**config.mk**
```make
export PLATFORM = sky130hd
export DESIGN_NAME = sram_arbiter_2p
export DESIGN_NICKNAME = d
export VERILOG_FILES = /design/src/rtl/sram_arbiter_2p.sv
export SDC_FILE = /design/constraint.sdc
export NUM_CORES = 1
export LEC_CHECK = 0
export CAP_MARGIN = 20
export CORE_AREA = 5 5 239 241
export CTS_BUF_LIST = sky130_fd_sc_hd__clkbuf_8
export CTS_CLUSTER_SIZE = 28
export DETAILED_ROUTE_END_ITERATION = 6
export DIE_AREA = 0 0 244 246
export PLACE_DENSITY = 0.54
export SYNTH_ARGS = -nofsm -noshare
export SYNTH_HDL_FRONTEND = slang
export SYNTH_SLANG_ARGS = --single-unit
export TNS_END_PERCENT = 50
```
**constraint.sdc**
```tcl
create_clock -name clk -period 1.2 [get_ports clk]
set_input_delay 0.24 -clock clk [delete_from_list [all_inputs] [get_ports clk]]
set_output_delay 0.24 -clock clk [all_outputs]
set_load 0.02 [all_outputs]
```
**src/rtl/sram_arbiter_2p.sv**
```systemverilog
// sram_arbiter_2p
// Two-requester arbiter and sequencer for a single-port sim_sram_* macro.
// Each cycle one valid command is picked, registered onto the SRAM pins,
// and read data comes back to its owner two edges after acceptance.
//
// Optional feature macro: SRAM_ARB_ROUND_ROBIN_EN
//   defined   -> round-robin between the two requesters on contention
//   undefined -> fixed priority, requester 0 wins ties
//
// Ports:
//   clk, rst_n                  clock, asynchronous active-low reset
//   reqN_valid/ready            command handshake for requester N (N=0,1)
//   reqN_we/addr/wdata/wmask    command fields (wmask active-high per bit)
//   respN_valid/rdata           one-cycle read-data strobe and data
//   sram_adr/din/q/ren/wen/wbeb macro data path (wbeb active-low)
//   sram_mcen..sram_clkbyp      macro test/margin pins, tied to zero
module sram_arbiter_2p #(
    parameter int ADDR_WIDTH = 10,
    parameter int DATA_WIDTH = 64
) (
    input  logic                  clk,
    input  logic                  rst_n,
    input  logic                  req0_valid,
    output logic                  req0_ready,
    input  logic                  req0_we,
    input  logic [ADDR_WIDTH-1:0] req0_addr,
    input  logic [DATA_WIDTH-1:0] req0_wdata,
    input  logic [DATA_WIDTH-1:0] req0_wmask,
    input  logic                  req1_valid,
    output logic                  req1_ready,
    input  logic                  req1_we,
    input  logic [ADDR_WIDTH-1:0] req1_addr,
    input  logic [DATA_WIDTH-1:0] req1_wdata,
    input  logic [DATA_WIDTH-1:0] req1_wmask,
    output logic                  resp0_valid,
    output logic [DATA_WIDTH-1:0] resp0_rdata,
    output logic                  resp1_valid,
    output logic [DATA_WIDTH-1:0] resp1_rdata,
    output logic [ADDR_WIDTH-1:0] sram_adr,
    output logic [DATA_WIDTH-1:0] sram_din,
    input  logic [DATA_WIDTH-1:0] sram_q,
    output logic                  sram_ren,
    output logic                  sram_wen,
    output logic [DATA_WIDTH-1:0] sram_wbeb,
    output logic                  sram_mcen,
    output logic [2:0]            sram_mc,
    output logic [1:0]            sram_wa,
    output logic [1:0]            sram_wpulse,
    output logic                  sram_wpulseen,
    output logic                  sram_fwen,
    output logic                  sram_clkbyp
);

    logic                  grant0;
    logic                  grant1;
    logic                  accept;
    logic                  sel_owner;
    logic                  sel_we;
    logic [ADDR_WIDTH-1:0] sel_addr;
    logic [DATA_WIDTH-1:0] sel_wdata;
    logic [DATA_WIDTH-1:0] sel_wmask;
    logic                  cmd_owner;
    logic                  rsp_valid;
    logic                  rsp_owner;

`ifdef SRAM_ARB_ROUND_ROBIN_EN
    logic rr_ptr;

    // The pointer names the preferred requester; after a contended cycle
    // it moves to the loser, so the loser is preferred next time.
    always_ff @(posedge clk or negedge rst_n) begin
        if (!rst_n) begin
            rr_ptr <= 1'b0;
        end else if (req0_valid && req1_valid) begin
            rr_ptr <= grant0;
        end
    end
`endif

    // Grant is gated by rst_n so ready stays low while reset is held.
    always_comb begin
        grant0 = 1'b0;
        grant1 = 1'b0;
        if (rst_n) begin
            if (req0_valid && req1_valid) begin
`ifdef SRAM_ARB_ROUND_ROBIN_EN
                grant0 = !rr_ptr;
                grant1 = rr_ptr;
`else
                grant0 = 1'b1;
`endif
            end else begin
                grant0 = req0_valid;
                grant1 = req1_valid;
            end
        end
    end

    assign req0_ready = grant0;
    assign req1_ready = grant1;
    assign accept     = grant0 || grant1;

    // Grants are one-hot, so requester 1's fields are selected only when it won.
    always_comb begin
        sel_owner = grant1;
        sel_we    = grant1 ? req1_we    : req0_we;
        sel_addr  = grant1 ? req1_addr  : req0_addr;
        sel_wdata = grant1 ? req1_wdata : req0_wdata;
        sel_wmask = grant1 ? req1_wmask : req0_wmask;
    end

    // Command stage drives the macro pins directly; address, data and mask
    // hold their previous values on idle cycles.
    always_ff @(posedge clk or negedge rst_n) begin
        if (!rst_n) begin
            sram_ren  <= 1'b0;
            sram_wen  <= 1'b0;
            sram_adr  <= '0;
            sram_din  <= '0;
            sram_wbeb <= '1;
            cmd_owner <= 1'b0;
        end else begin
            sram_ren <= accept && !sel_we;
            sram_wen <= accept && sel_we;
            if (accept) begin
                sram_adr  <= sel_addr;
                sram_din  <= sel_wdata;
                sram_wbeb <= ~sel_wmask;
                cmd_owner <= sel_owner;
            end
        end
    end

    // Response stage tracks a read while the macro produces q.
    always_ff @(posedge clk or negedge rst_n) begin
        if (!rst_n) begin
            rsp_valid <= 1'b0;
            rsp_owner <= 1'b0;
        end else begin
            rsp_valid <= sram_ren;
            if (sram_ren) begin
                rsp_owner <= cmd_owner;
            end
        end
    end

    assign resp0_valid = rsp_valid && !rsp_owner;
    assign resp1_valid = rsp_valid && rsp_owner;
    assign resp0_rdata = sram_q;
    assign resp1_rdata = sram_q;

    assign sram_mcen     = 1'b0;
    assign sram_mc       = 3'b000;
    assign sram_wa       = 2'b00;
    assign sram_wpulse   = 2'b00;
    assign sram_wpulseen = 1'b0;
    assign sram_fwen     = 1'b0;
    assign sram_clkbyp   = 1'b0;

endmodule

```
==> metrics <==
DRT Pass-1 Iters=4; DP Area=~14000 um^2; leakage power of the design=5.957 nW; Placeable Area=54660 um^2; Synth Register Bits=around 140; CP cell instances=buf_12; worst slew pin tran=506.7 ps; final worst slack=-249.2 ps; Final Wtd Congestion=0.7760; Hold Vio Cnt, Final=0; Sw Ratio=about a third; top cells by area, synth=dfrtp_1 (23%), dfstp_2 (20%), o22ai_1 (16%); DR DRC count=0; Synth Area per Inst=between 9 and 10 um^2; worst min path class=input pin to async pin; Finished Cell Area=14740 um^2; min cycle time layout=1449 ps; vias per cell=4.056; CP startpoint kind=register; nets@finish=1749; Synth cell types=23; Max-slew headroom=66.11%; clk slew on worst S/H paths=roughly 80 ps; Yosys top cell by area=dfrtp_1; most frequent cells in the layout=clkdlybuf4s50_1 (278), o22ai_1 (211), buf_4 (190); fmax=690.0 MHz; synthesized area=8497 um^2; Die Ht=246 um; area share of the largest cell type after synthesis=23.27%; layout cell share with drive strength beyond 1=between 30% and 40%; crit-path leading delay family=flip-flops; # clock sinks=143; Initial Util=15.54%; synth warn=0; I/O pin count=roughly 630; die area=between 60000 and 70000 um^2; unrepaired setup endpoints after global routing=yes; Post-DRT Antenna Nets=0; Worst VDD drop=0.5951 mV; FF-to-FF End=sram_din[62]; Fin Clk Skew=0.8360 ps; Synth Instances=just over 900; Logic pwr share=39.1%; Worst EP arrival=1210 ps; Worst Path Max Fanout=2; largest net degree at the start of global routing=52; outcome=complete, but fails checks; WP buf/inv=1; wire per inst=16.52 um; CP peak stage delay=560 ps; Post-DP HPWL=26120 um; Crit path depth=1; Core Util, Final=26.96%; final period utilization=120.8%; # diodes=0; htree depth=4; R2R Setup Slk=80 ps; DR vias=8598; CP max-delay cell=dfstp_2; NetSw=0.005620 W; setup violators final=145; failing checks=negative setup slack; Die X=244 um; worst r2r src=sram_din[62]; gr usage total=11.30%; Setup crit end kind=output port; IO Port Bufs=425; Worst R2R Path Depth=5; CTS tree=built; sequential element share of the synthesized area=43.06%; first-pass GRT wire length=53310 um; hold slack=82.76 ps; initial DRC count=264; CP required=960 ps; number of antenna violations at the first check in global routing=2; total congestion overflow=0; max cap viols=0; PwrDens=1149 nW/um^2; commonest non-fill, non-tap cell in the layout=clkdlybuf4s50_1; Total Wirelength=35010 um; CTS max path bufs=2; CTS Buf Count=17; sequential power share=37.3%; Slew Limit Fails=0; vias in the first global route=9357; Internal Power=about 0.011 W; fill count=5884; area grow syn2layout=73.46%; Setup CP Type=register to output port; Worst Setup SP=sram_wbeb[62]; Placement Setup Slack=-748.5 ps; Skew-Pair Late Insertion Delay=500 ps; Rows=between 80 and 90; Clock power frac=23.5%; Root Buffer=clkbuf_8
-- sequential cells by signal (all words and copies together) (netlist names) --
register and count:
rsp_valid 1, sram_adr 10, sram_ren 1, sram_din 64
sram_wen 1, cmd_owner 1, rsp_owner 1, sram_wbeb 64
-- power by group through the flow --
stage / clock network, W / logic, W / registers, W
finish: 0.00399 / 0.00663 / 0.00632
global route: 0.00446 / 0.00710 / 0.00642
CTS: 0.00431 / 0.00657 / 0.00632
detailed placement: 0 / 0.00638 / 0.00631
global placement: 0 / 0.00631 / 0.00629
floorplan: 0 / 0.00219 / 0.00723
-- kinds of logic (layout without fill, tap and decap cells) --
kind of cell           Yosys count  after routing  synth area share, %
and+or+nand+nor                285            285                15.03
AOI/OAI and AO/OA              279            279                24.50
buffers and inverters          217            697                17.23
DFF                            143            143                43.06
other                            1             11              0.04413
muxes                            1              1               0.1325
-- timing repair --
| item | in CTS | in global routing |
|---|---|---|
| endpoints found under the hold margin | 75 | 0 |
| resized for setup | 755 | 30 |
| cloned | 0 | 0 |
| setup buffers | 26 | 7 |
| hold buffers | 26 | 0 |
| pin swaps | 1 | 0 |
| endpoints found under the setup margin | 167 | 147 |
-- final cells by class --
class / count / area, um^2 / share of cell area [%]
tap: 704 / 880.8 / 5.976
sequential: 143 / 3661 / 24.84
clock buffer: 21 / 289.0 / 1.961
inverter: 2 / 8.758 / 0.05942
timing repair buffer: 663 / 6370 / 43.22
multi-input combinational: 576 / 3438 / 23.33
clock inverter: 11 / 91.34 / 0.6197
-- metrics by stage --
step                      TNS, ps  total power [W]  instances
after floorplan                 0         0.009413        936
after global placement     -96010          0.01260       2029
after detailed placement   -96340          0.01269       2029
after CTS                  -37030          0.01720       2113
after global routing       -35740          0.01799       2120
final                      -23100          0.01694       2120
-- worst max path at each step --
stage / slack (ps) / endpoint
final: -250 / sram_wbeb[62]
after global routing: -350 / sram_wbeb[62]
after CTS: -360 / sram_wbeb[8]
after detailed placement: -750 / req1_ready
after global placement: -760 / req1_ready
after floorplan: 4 / req1_ready
-- routing by layer --
| layer | track usage (%) | share of wire (%) | vias to the layer above |
|---|---|---|---|
| met5 | 0 | 0 | - |
| met4 | 5.443 | 3.7 | 0 |
| met3 | 4.524 | 7.9 | 85 |
| met2 | 18.72 | 49 | 329 |
| met1 | 12.75 | 39 | 4067 |
| li1 | - | - | 4117 |
-- cells in the mapped netlist --
master,instances
a21oi_1,2
dfstp_2,64
mux2_2,1
and2_1,2
conb_1,1
nand2_1,64
nand2b_1,75
and3_1,1
buf_2,54
dfrtp_1,79
inv_1,1
a32o_1,1
inv_2,1
buf_4,151
clkbuf_1,8
a211oi_2,51
buf_6,2
o22ai_1,212
a211oi_1,12
a22oi_1,1
nor2_1,139
or2_4,1
nor2b_1,3
No activity file was read; power rests on OpenSTA's default activity.
